**config.mk**
```make
export PLATFORM = sky130hd
export DESIGN_NAME = diff_cost_seq_flat
export DESIGN_NICKNAME = d
export VERILOG_FILES = /design/src/rtl/diff_cost_seq_pkg.sv /design/src/rtl/diff_cost_seq_if.sv /design/src/rtl/diff_cost_lane.sv /design/src/rtl/diff_cost_seq.sv /design/src/flat_wrapper.sv
export SDC_FILE = /design/constraint.sdc
export NUM_CORES = 1
export LEC_CHECK = 0
export CELL_PAD_IN_SITES_DETAIL_PLACEMENT = 0
export CELL_PAD_IN_SITES_GLOBAL_PLACEMENT = 1
export CORE_MARGIN = 4
export CORE_UTILIZATION = 43
export DETAILED_ROUTE_END_ITERATION = 12
export PLACE_DENSITY = 0.92
export SETUP_SLACK_MARGIN = 0.15
export SYNTH_ARGS = -nofsm -noshare
export SYNTH_HDL_FRONTEND = slang
export SYNTH_SLANG_ARGS = --single-unit
```
**constraint.sdc**
```tcl
create_clock -name clk -period 8.61 [get_ports clk]
set_clock_uncertainty 0.2 [all_clocks]
set_input_delay 0.861 -clock clk [delete_from_list [all_inputs] [get_ports clk]]
set_output_delay 0.861 -clock clk [all_outputs]
set_load 0.02 [all_outputs]
```
**src/rtl/diff_cost_seq_pkg.sv**
```systemverilog
// diff_cost_seq_pkg: shared gradient mode/state types, clamp and reciprocal helpers
package diff_cost_seq_pkg;
   typedef enum logic [1:0] {GDO_MSE, GDO_DIFF, GDO_MEAN, GDO_RSVD} gdo_mode_e;
   typedef enum logic [1:0] {S_IDLE, S_RUN, S_DONE} gdo_state_e;
   function automatic longint gdo_inv(input int size, input int frac);
      return ((longint'(1) <<< frac) + longint'(size / 2)) / longint'(size);
   endfunction
   function automatic logic signed [63:0] gdo_sat(input logic signed [63:0] x, input int w);
      logic signed [63:0] hi, lo;
      hi = (64'sd1 <<< (w - 1)) - 64'sd1;
      lo = -hi - 64'sd1;
      return x > hi ? hi : (x < lo ? lo : x);
   endfunction
endpackage

```
**src/rtl/diff_cost_seq_if.sv**
```systemverilog
// diff_cost_seq_if: request/result handshake bundle for the cost-derivative unit
interface diff_cost_seq_if #(parameter int SIZE = 3, parameter int DATA_SIZE = 16);
   logic                      in_valid;
   logic                      in_ready;
   logic [1:0]                in_mode;
   logic [SIZE*DATA_SIZE-1:0] predict;
   logic [SIZE*DATA_SIZE-1:0] z;
   logic                      out_valid;
   logic                      out_ready;
   logic [SIZE*DATA_SIZE-1:0] diff;
   logic                      sat;
   modport slave (input in_valid, in_mode, predict, z, out_ready, output in_ready, out_valid, diff, sat);
   modport master (output in_valid, in_mode, predict, z, out_ready, input in_ready, out_valid, diff, sat);
endinterface

```
**src/rtl/diff_cost_lane.sv**
```systemverilog
// diff_cost_lane: one-element cost derivative (subtract, scale, saturate)
module diff_cost_lane
   import diff_cost_seq_pkg::*;
#(
   parameter int DATA_SIZE = 16,
   parameter int FRAC      = DATA_SIZE / 2,
   parameter int SIZE      = 3
) (
   input  logic [DATA_SIZE-1:0] i_p,
   input  logic [DATA_SIZE-1:0] i_z,
   input  gdo_mode_e            i_mode,
   output logic [DATA_SIZE-1:0] o_d,
   output logic                 o_sat
);
   localparam longint INV_SIZE = gdo_inv(SIZE, FRAC);
   logic signed [DATA_SIZE:0]   w_d;
   logic signed [DATA_SIZE+1:0] w_d2;
   logic signed [63:0]          w_pre, w_cl;
   assign w_d   = {i_p[DATA_SIZE-1], i_p} - {i_z[DATA_SIZE-1], i_z};
   assign w_d2  = {w_d, 1'b0};
   // mean path floors via arithmetic shift of the Q-format product
   assign w_pre = i_mode == GDO_MEAN ? (64'(w_d2) * INV_SIZE) >>> FRAC
                : i_mode == GDO_MSE  ? 64'(w_d2) : 64'(w_d);
   assign w_cl  = gdo_sat(w_pre, DATA_SIZE);
   assign o_d   = w_cl[DATA_SIZE-1:0];
   assign o_sat = w_cl != w_pre;
endmodule

```
**src/rtl/diff_cost_seq.sv**
```systemverilog
// diff_cost_seq: handshaked sequential dC/da unit, LANES elements per RUN cycle
module diff_cost_seq
   import diff_cost_seq_pkg::*;
#(
   parameter int SIZE      = 3,
   parameter int DATA_SIZE = 16,
   parameter int FRAC      = DATA_SIZE / 2,
   parameter int LANES     = 1
) (
   input logic             clk,
   input logic             rst_n,
   diff_cost_seq_if.slave  bus
);
   localparam int STEPS = SIZE / LANES;
   localparam int IW    = STEPS > 1 ? $clog2(STEPS) : 1;
   localparam int VW    = SIZE * DATA_SIZE;
   if (SIZE % LANES != 0) begin : g_bad_lanes
      $error("SIZE must be a multiple of LANES");
   end
   gdo_state_e           r_state, w_next;
   gdo_mode_e            r_mode;
   logic [IW-1:0]        r_idx;
   logic [VW-1:0]        r_p, r_z, r_diff;
   logic                 r_sat, w_last;
   int                   w_base;
   logic [DATA_SIZE-1:0] w_p [LANES];
   logic [DATA_SIZE-1:0] w_z [LANES];
   logic [DATA_SIZE-1:0] w_d [LANES];
   logic [LANES-1:0]     w_s;
   assign w_last        = r_idx == IW'(STEPS - 1);
   assign w_base        = int'(r_idx) * LANES;
   assign bus.in_ready  = r_state == S_IDLE;
   assign bus.out_valid = r_state == S_DONE;
   assign bus.diff      = r_diff;
   assign bus.sat       = r_sat;
   for (genvar l = 0; l < LANES; l++) begin : g_lane
      assign w_p[l] = r_p[(w_base + l) * DATA_SIZE +: DATA_SIZE];
      assign w_z[l] = r_z[(w_base + l) * DATA_SIZE +: DATA_SIZE];
      diff_cost_lane #(.DATA_SIZE(DATA_SIZE), .FRAC(FRAC), .SIZE(SIZE)) u_lane (
         .i_p(w_p[l]), .i_z(w_z[l]), .i_mode(r_mode), .o_d(w_d[l]), .o_sat(w_s[l])
      );
   end
   always_comb begin
      w_next = r_state;
      w_next = r_state == S_IDLE ? (bus.in_valid ? S_RUN : S_IDLE)
             : r_state == S_RUN  ? (w_last ? S_DONE : S_RUN)
             : (bus.out_ready ? S_IDLE : S_DONE);
   end
   always_ff @(posedge clk or negedge rst_n) begin
      if (!rst_n) begin
         r_state <= S_IDLE;
         r_mode  <= GDO_MSE;
         r_idx   <= '0;
         r_p     <= '0;
         r_z     <= '0;
         r_diff  <= '0;
         r_sat   <= 1'b0;
      end else begin
         r_state <= w_next;
         if (r_state == S_IDLE && bus.in_valid) begin
            r_p    <= bus.predict;
            r_z    <= bus.z;
            r_mode <= gdo_mode_e'(bus.in_mode);
            r_idx  <= '0;
            r_sat  <= 1'b0;
         end
         if (r_state == S_RUN) begin
            for (int i = 0; i < LANES; i++) r_diff[(w_base + i) * DATA_SIZE +: DATA_SIZE] <= w_d[i];
            r_sat <= r_sat | (|w_s);
            r_idx <= w_last ? '0 : r_idx + 1'b1;
         end
      end
   end
endmodule

```
**src/flat_wrapper.sv**
```systemverilog
// flat-port wrapper written by rule: the top's interface ports become plain ports
module diff_cost_seq_flat import diff_cost_seq_pkg::*;
#(
   parameter int SIZE      = 3,
   parameter int DATA_SIZE = 16,
   parameter int FRAC      = DATA_SIZE / 2,
   parameter int LANES     = 1
)
  (clk, rst_n, bus_in_valid, bus_in_mode, bus_predict, bus_z, bus_out_ready, bus_in_ready, bus_out_valid, bus_diff, bus_sat);
  diff_cost_seq_if #(.SIZE(SIZE), .DATA_SIZE(DATA_SIZE)) bus_i ();
  input logic clk;
  input logic rst_n;
  input wire logic [$bits(bus_i.in_valid)-1:0] bus_in_valid;
  input wire logic [$bits(bus_i.in_mode)-1:0] bus_in_mode;
  input wire logic [$bits(bus_i.predict)-1:0] bus_predict;
  input wire logic [$bits(bus_i.z)-1:0] bus_z;
  input wire logic [$bits(bus_i.out_ready)-1:0] bus_out_ready;
  output wire logic [$bits(bus_i.in_ready)-1:0] bus_in_ready;
  output wire logic [$bits(bus_i.out_valid)-1:0] bus_out_valid;
  output wire logic [$bits(bus_i.diff)-1:0] bus_diff;
  output wire logic [$bits(bus_i.sat)-1:0] bus_sat;
  assign bus_i.in_valid = bus_in_valid;
  assign bus_i.in_mode = bus_in_mode;
  assign bus_i.predict = bus_predict;
  assign bus_i.z = bus_z;
  assign bus_i.out_ready = bus_out_ready;
  assign bus_in_ready = bus_i.in_ready;
  assign bus_out_valid = bus_i.out_valid;
  assign bus_diff = bus_i.diff;
  assign bus_sat = bus_i.sat;
  diff_cost_seq #(.SIZE(SIZE), .DATA_SIZE(DATA_SIZE), .FRAC(FRAC), .LANES(LANES)) u_core (.clk(clk), .rst_n(rst_n), .bus(bus_i));
endmodule
```
Yosys cells after proc, flatten, opt, wreduce, memory -nomap -nowiden. Cells that the tools add are included.

Add/sub/neg operators: 3. $mul: 1. Order comparisons: 2. Eq/ne operators: 5. Shift-type cells: 4. Multiplexer cells: 15. Bitwise operators: 1. Reduce and logical (&&, ||, !) cells: 4.

Operator list (count): 64-bit 2-to-1 mux (3); 48-bit by 7-bit indexed part select with 16-bit output (2); 64-bit by 16-bit > comparator with 1-bit output (second input constant) (1); 64-bit by 16-bit less-than comparator with 1-bit output (second input constant) (1); 64-bit != test (1); 48-bit bitwise mux (1); 16-bit by 33-bit variable shift with 48-bit output (first input constant) (1); 16-bit by 33-bit indexed part select with 48-bit output (1); 6-bit negator with 33-bit output (1); 17-bit by 8-bit multiplier with 25-bit output (second input constant) (1); 17-bit 2-to-1 mux (1); 16-bit by 16-bit subtractor with 17-bit output (1); 2-bit 2-to-1 mux (7); 2-bit equality test (second input constant) (3); 2-bit logical NOT (2); 1-bit 2-to-1 mux (3); 2-bit by 1-bit adder with 2-bit output (second input constant) (1); 2-bit by 1-bit equality test with 1-bit output (second input constant) (1); 2-bit nonzero test (1); 1-bit logical AND (1); 1-bit OR (1).

Bits in registers: 151. Input bits: 102. Output and inout bits: 51. Logic and storage cells: 42.

Logic depth before layout (Yosys ltp). Gate-level depths: netlist (run 1).

Depth in word-level cells: 10. Depth in mapped cells: 31. Mapped depth without buffers: 28.

Hierarchy. From an unflattened synthesis (run 1), not the netlist that was laid out.

Cells, all modules: 949. Area, all modules: 10108.4 um^2.

Modules (own cells, without submodules): diff_cost_seq (instances 1, cells each 488, area each 6408.6 um^2, sequential area each 3778.6 um^2); diff_cost_lane (instances 1, cells each 461, area each 3699.8 um^2, sequential area each 0.0 um^2).

Worst setup path before layout (run 1). Ideal clock, no wire load.

Kind: register to register. From: register u_core.r_idx[0]. To: register u_core.r_diff[39] (netlist: u_core.bus.diff[39]). Library setup time: 121 ps. Data arrival time: 7325 ps. Data required time: 8289 ps. Slack: 964 ps. Cell stages (with the launch flop): 30. Path buffers: 2. Period minus slack after synthesis: 7646 ps. Cell sequence: dfrtp_1 clkbuf_1 buf_1 mux2i_1 nor2_1 a21oi_1 ha_1 inv_1 fa_1 a211oi_2 o211ai_1 and3_1 or2_2 inv_1 ha_1 ha_1 fa_1 inv_1 fa_1 inv_1 ha_1 a21o_1 a31o_2 o211ai_1 nor3b_2 mux2i_1 o2111ai_1 a211oi_4 o22ai_2 a22o_1.

Cells in the longest elaborated chain, start to end: 9. Elaborated cells between the ends (all ways): 14. Those cells by class: 2 x add/sub; 1 x mul; 2 x order compare; 4 x shift; 5 x mux.

Ends and longest elaborated chain: from (decl) (RTL line diff_cost_seq.sv:22) `logic [IW-1:0] r_idx;`; from (signal assigned) (RTL line diff_cost_seq.sv:70) `r_idx <= w_last ? '0 : r_idx + 1'b1;`; 48-bit by 7-bit indexed part select with 16-bit output, on equally long branches (RTL line diff_cost_seq.sv:37, diff_cost_seq.sv:38); 16-bit by 16-bit subtractor with 17-bit output (RTL line diff_cost_lane.sv:19) `assign w_d = {i_p[DATA_SIZE-1], i_p} - {i_z[DATA_SIZE-1], i_z};`; 17-bit by 8-bit multiplier with 25-bit output or 17-bit 2-to-1 mux (tied branches) (RTL line diff_cost_lane.sv:22, diff_cost_lane.sv:23); 64-bit 2-to-1 mux (RTL line diff_cost_lane.sv:22) `assign w_pre = i_mode == GDO_MEAN ? (64'(w_d2) * INV_SIZE) >>> FRAC`; 64-bit by 16-bit less-than comparator with 1-bit output (RTL line diff_cost_seq_pkg.sv:12) `return x > hi ? hi : (x < lo ? lo : x);`; 64-bit 2-to-1 mux (2 in a row) (RTL line diff_cost_seq_pkg.sv:12); 16-bit by 33-bit indexed part select with 48-bit output (RTL line diff_cost_seq.sv:68) `for (int i = 0; i < LANES; i++) r_diff[(w_base + i) * DATA_SIZE +: DATA_SIZE] <= w_d[i];`; 48-bit bitwise mux * (RTL line diff_cost_seq.sv:68); to (signal assigned) (RTL line diff_cost_seq.sv:56) `r_diff <= '0;`; to (decl) (RTL line diff_cost_seq.sv:23) `logic [VW-1:0] r_p, r_z, r_diff;`.

Every way passes the cells marked *; elsewhere a longest branch is shown, timed or not. A chain may end at the register's enable or synchronous reset.

Final worst setup path (run 1).
From: register u_core.r_idx[1]. To: register u_core.r_diff[33] (netlist: u_core.bus.diff[33]).

The elaborated chain is that of the path after synthesis.

==> run_results.csv, run 1 <==
group,metric,value,unit
status,outcome,"completed",
floorplan,die_y,160,um
timing,setup_viol,0,
critical_path,endpoint_kind,"register",
final_layout,diodes,0,
synthesis,yosysMostFrequentCell,"dfrtp_1",
critical_path,criticalPathCategory,"register to register",
hold_path,hold_path_class,"primary input to async pin",
drt,route.detailed.drc,0,
placed_design,place_congestion,0.882,
clocking,path_clk_slew,0.07,ns
global_routing,first_global_vias,7817,
global_routing,gr-total-overflow,0,
clocking,insertion_delay,0.42,ns
clocking,cts_buffers,17,
placed_design,dp_slack,0.529,ns
synthesis,syn_inst,947,
drt,drt_iter0_markers,448,
timing,hold_viol,0,
floorplan,start_util,43.7,%
timing,post-route-period-util,92.5,%
global_routing,antenna_found_initial,0,
final_layout,nets,1317,
clocking,htree_levels,4,
synthesis,ys_types,70,
synthesis,synth_edf_count,0,
drt,route.detailed.wl_per_inst,18.1,um
drt,vias_per_cell,5.47,
timing,relSlewSlack,27.2,%
synthesis,synth_seq_cells,151,
synthesis,synth_top_cell_area_share,38.1,%
synthesis,netlist_area,0.00993,mm2
drt,ant_nets,0,
drt,drt-total-wl,25300,um
synthesis,yosysWarnings,0,
placed_design,dp_hpwl,19500,um
final_layout,fillers,1981,
critical_path,crit_path_start_kind,"register",
critical_path,crit_fanout,21,
critical_path,crit_arrival,8.04,ns
synthesis,yosysTopAreaCell,"dfrtp_1",
synthesis,ys_top_cells_by_count,"dfrtp_1, mux2_2, inv_1",
floorplan,ios,153,
drt,first_pass_iters,5,
timing,tightest_slew,1.08,ns
final_layout,fin_area,0.0124,mm2
drt,num_vias,7642,
placed_design,port_buffers,152,
synthesis,synth_fp_nets,1165,
synthesis,synthArstFlopShare,100,%
synthesis,synthFlopType,"dfrtp_1",
floorplan,die_x,160,um
floorplan,core,0.0227,mm2
clocking,cts-root-buf,"clkbuf_16",
placed_design,dpl-instance-area,0.0118,mm2
clocking,cts_tree,"built",
critical_path,required,8.69,ns
timing,min_period,7.96,ns
timing,grt_setup_unrepaired,"false",
global_routing,grtUsageTotal,20.0,%
final_layout,drive_gt1_share,16.5,%
final_layout,finish.utilization,54.8,%
floorplan,rows,55,
final_layout,area_delta_synth_final,25.2,%
flow_run,maxCapViolCount,0,
synthesis,ys_top_cells_by_area,"dfrtp_1, mux2_2, ha_1",
global_routing,grt_pass1_wl,41500,um
timing,slew_violations,0,
synthesis,postSynthAreaPerCell,10.5,um2
clocking,clk_path_buf_depth,2,
timing,worst_slack,0.649,ns
clocking,cts_sinks,151,
floorplan,dieArea,0.0256,mm2
timing,fmax,0.126,GHz
timing,tns,0,ns
global_routing,grt_max_degree,80,
synthesis,ys_seq_area_share,38.1,%
-- sequential cells by signal (all words and copies together) (netlist names) --
register         cells
u_core.r_state       2
u_core.r_p          48
u_core.bus.sat       1
u_core.r_mode        2
u_core.r_idx         2
u_core.bus.diff     48
u_core.r_z          48
-- worst max-delay path, stage by stage, from the launching register on --
cell and delay, ns:
dfrtp_1 0.36, buf_4 0.25, inv_1 0.17, nor2_2 0.19, buf_4 0.26, a21oi_1 0.16, ha_1 0.41, a21o_1 0.14
a21oi_1 0.09, xnor2_1 0.85, ha_1 0.40, ha_1 0.32, fa_1 0.55, inv_1 0.06, fa_1 0.53, inv_1 0.04
ha_1 0.34, a21o_1 0.23, a31o_2 0.27, o211ai_1 0.31, nor3b_4 0.32, mux2i_1 0.24, o2111ai_1 0.22, a211o_2 0.44
a21oi_1 0.30, o21ai_0 0.15
-- cells by family (layout without fill, tap and decap cells) --
group,Yosys count,count (layout),synth area share (%)
simple gates,177,177,8.04
flops,151,151,38.1
buf+inv,128,293,4.97
xor+xnor,30,30,2.65
compound gates,210,210,14.6
fa+ha+maj,116,116,16.9
mux,135,135,14.8
-- metrics by stage --
stage,hold slack (ns),std cells
global route,0.313,1397
global placement,0.266,1364
detailed placement,0.278,1364
finish,0.263,1397
floorplan,0.248,947
CTS,0.287,1396
-- worst paths after layout --
path	start	end	slack, ns	cells past startpoint
setup reg to reg	u_core.r_idx[1]	u_core.bus.diff[33]	0.65	25
min in group clk	u_core.bus.diff[22]	u_core.bus.diff[22]	0.28	2
hold / removal	rst_n	u_core.bus.diff[28]	0.26	1
setup / recovery	u_core.r_idx[1]	u_core.bus.diff[33]	0.65	25
max in group asynchronous	rst_n	u_core.r_idx[0]	6.44	2
hold reg to reg	u_core.bus.diff[22]	u_core.bus.diff[22]	0.28	2
-- timing repair --
item,CTS,global route
resized for setup,0,9
setup buffers,0,1
setup endpoints to repair,0,46
hold buffers,0,0
-- area by class of cell --
cell class                 instances  area, um2  area share (%)
tap                              285        357            2.87
clock inverter                    14        138            1.11
sequential                       151       3780            30.4
multi-input combinational        668       5710            45.9
timing repair buffer             171       1680            13.5
inverter                          90        338            2.72
clock buffer                      18        439            3.53
-- cells in the final DEF (no fill, tap or decap), drive strengths merged, types with 13 or more instances in the layout --
cell type,instances
a22o,26
a21oi,50
nor2,52
clkdlybuf4s50,151
mux2,98
xor2,17
o21ai,72
dfrtp,151
xnor2,13
fa,30
mux2i,37
nand2,70
inv,95
clkbuf,18
ha,86
buf,20
-- routing by layer --
| layer | part of all wire (%) | vias up | GRT usage [%] |
|---|---|---|---|
| met5 | 0 | - | 0 |
| li1 | - | 3635 | - |
| met1 | 44 | 3767 | 26.7 |
| met4 | 1.6 | 0 | 4.58 |
| met2 | 49 | 212 | 34.1 |
| met3 | 4.9 | 28 | 3.51 |
Power of run 1 is left out: the tool's default activity adds up to more than one toggle a clock period on the data nets, which glitch-free logic cannot reach.
==> run 2: changes to the inputs <==
--- a/config.mk
+++ b/config.mk
@@ -5,13 +5,12 @@
 export SDC_FILE = /design/constraint.sdc
 export NUM_CORES = 1
 export LEC_CHECK = 0
-export CELL_PAD_IN_SITES_DETAIL_PLACEMENT = 0
-export CELL_PAD_IN_SITES_GLOBAL_PLACEMENT = 1
 export CORE_MARGIN = 4
-export CORE_UTILIZATION = 43
+export CORE_UTILIZATION = 55
 export DETAILED_ROUTE_END_ITERATION = 12
+export HOLD_SLACK_MARGIN = 0.02
 export PLACE_DENSITY = 0.92
-export SETUP_SLACK_MARGIN = 0.15
+export SETUP_SLACK_MARGIN = 0.4
 export SYNTH_ARGS = -nofsm -noshare
 export SYNTH_HDL_FRONTEND = slang
 export SYNTH_SLANG_ARGS = --single-unit
==> run_results.csv, run 2 (synthesis gave the netlist of run 1 again) <==
group,metric,value,unit
status,outcome,"completed",
final_layout,finish.utilization,71.2,%
drt,vias_per_cell,5.88,
floorplan,ios,153,
clocking,path_clk_slew,0.07,ns
drt,drt_iter0_markers,673,
clocking,insertion_delay,0.43,ns
critical_path,worst_path_largest_cell_delay,0.58,ns
global_routing,first_global_vias,8297,
placed_design,dp_hpwl,20200,um
final_layout,nets,1322,
placed_design,place_congestion,0.950,
final_layout,drive_gt1_share,17.0,%
critical_path,r2r-start,"u_core.r_idx[0]",
drt,drt-total-wl,26700,um
critical_path,rrSetupSlack,0.71,ns
global_routing,grtUsageTotal,26.4,%
critical_path,required,8.71,ns
critical_path,critPathTopFamily,"adder cells",
global_routing,antenna_found_initial,0,
floorplan,dieArea,0.0203,mm2
critical_path,crit_path_start_kind,"register",
floorplan,core,0.0175,mm2
timing,setup_viol,0,
final_layout,final_common_cell,"clkdlybuf4s50_1",
final_layout,final-seq-area,0.00378,mm2
drt,num_vias,7897,
floorplan,rows,48,
critical_path,rr_endpoint,"u_core.bus.diff[25]",
drt,route.detailed.drc,0,
placed_design,port_buffers,152,
flow_run,maxCapViolCount,0,
critical_path,slowest_stage,"dfrtp_4",
critical_path,endpoint_kind,"register",
final_layout,area_delta_synth_final,25.3,%
clocking,htree_levels,4,
clocking,clk_path_buf_depth,2,
final_layout,final_cell_mix,"clkdlybuf4s50_1, dfrtp_1, mux2_2",
hold_path,hold_path_class,"primary input to async pin",
floorplan,die_y,142,um
timing,tns,0,ns
clocking,cts_buffers,17,
floorplan,start_util,56.8,%
drt,ant_nets,0,
timing,relSlewSlack,24.4,%
drt,route.detailed.wl_per_inst,19.9,um
timing,post-route-period-util,91.8,%
clocking,cts_sinks,151,
timing,tightest_slew,1.13,ns
critical_path,reg2regPathDepth,27,
global_routing,grt_pass1_wl,42100,um
global_routing,grt_max_degree,91,
global_routing,gr-total-overflow,0,
final_layout,multi_input_comb_area,0.00573,mm2
timing,holdWs,0.248,ns
critical_path,crit_fanout,12,
clocking,cts-root-buf,"clkbuf_16",
timing,grt_setup_unrepaired,"true",
timing,min_period,7.90,ns
critical_path,criticalPathCategory,"register to register",
clocking,cts_tree,"built",
clocking,cts_hold_buf,0,
final_layout,fillers,1159,
timing,slew_violations,0,
critical_path,crit_arrival,8.00,ns
timing,fmax,0.127,GHz
floorplan,die_x,142,um
timing,hold_viol,0,
drt,first_pass_iters,6,
critical_path,crit_buf_inv,5,
[run 2: changes by cell type in the layout (fill, tap and decap cells not counted), sizes merged]
cell | before | now
buf | 20 | 25
clkinv | 7 | 6
diode | 0 | 1
inv | 95 | 96
[run 2: worst max-delay path by stage]
stage	start	endpoint	slack [ns]	cells past startpoint
2_1_floorplan	u_core.r_idx[0]	u_core.bus.diff[39]	0.96	29
3_3_place_gp	u_core.r_idx[0]	u_core.bus.diff[39]	0.71	25
3_5_place_dp	u_core.r_idx[0]	u_core.bus.diff[39]	0.49	25
4_1_cts	u_core.r_idx[0]	u_core.bus.diff[23]	0.41	27
5_1_grt	u_core.r_idx[0]	u_core.bus.diff[28]	0.32	28
6_report	u_core.r_idx[0]	u_core.bus.diff[25]	0.71	27
[run 2: metal layers]
layer	part of all wire [%]	track usage, %	up-vias
li1	-	-	3646
met1	40	32.1	3864
met2	50	44.4	308
met3	6.1	5.54	79
met4	4.9	13.6	0
met5	0	0	-
[run 2: cell type report]
type	instances	area share [%]
sequential	151	30.4
antenna	1	0.0201
timing repair buffer	176	13.9
clock buffer	18	3.53
inverter	90	2.72
multi-input combinational	668	46.1
clock inverter	14	1.10
tap	225	2.26
[run 2: what timing repair did]
item,CTS,global route
endpoints found under the setup margin,0,46
gates resized for setup,0,13
setup buffers,0,11
[run 2: through the flow]
stage | setup slack [ns] | area (um2) | cells
6_report | 0.710 | 12400 | 1343
5_1_grt | 0.324 | 12400 | 1342
4_1_cts | 0.413 | 12300 | 1331
3_5_place_dp | 0.491 | 11700 | 1299
3_3_place_gp | 0.715 | 11700 | 1299
2_1_floorplan | 0.964 | 9930 | 947
[run 2: worst reg2reg max path, stage by stage, from the launching register on]
cell and delay (ns):
dfrtp_4 0.58, buf_4 0.18, mux2i_1 0.15, o21ai_0 0.17, ha_1 0.18, inv_1 0.05
fa_1 0.43, a211oi_2 0.29, o211ai_1 0.16, and3_1 0.22, or2_2 0.35, inv_1 0.17
ha_1 0.26, ha_1 0.32, fa_1 0.55, inv_1 0.06, fa_1 0.54, inv_1 0.05
ha_1 0.37, a21o_1 0.23, a31o_2 0.25, o211ai_1 0.34, nor3b_4 0.31, mux2i_2 0.29
o2111ai_2 0.21, a211o_4 0.41, a221oi_2 0.31, o21ai_0 0.15
Power of run 2 is left out for the same reason.
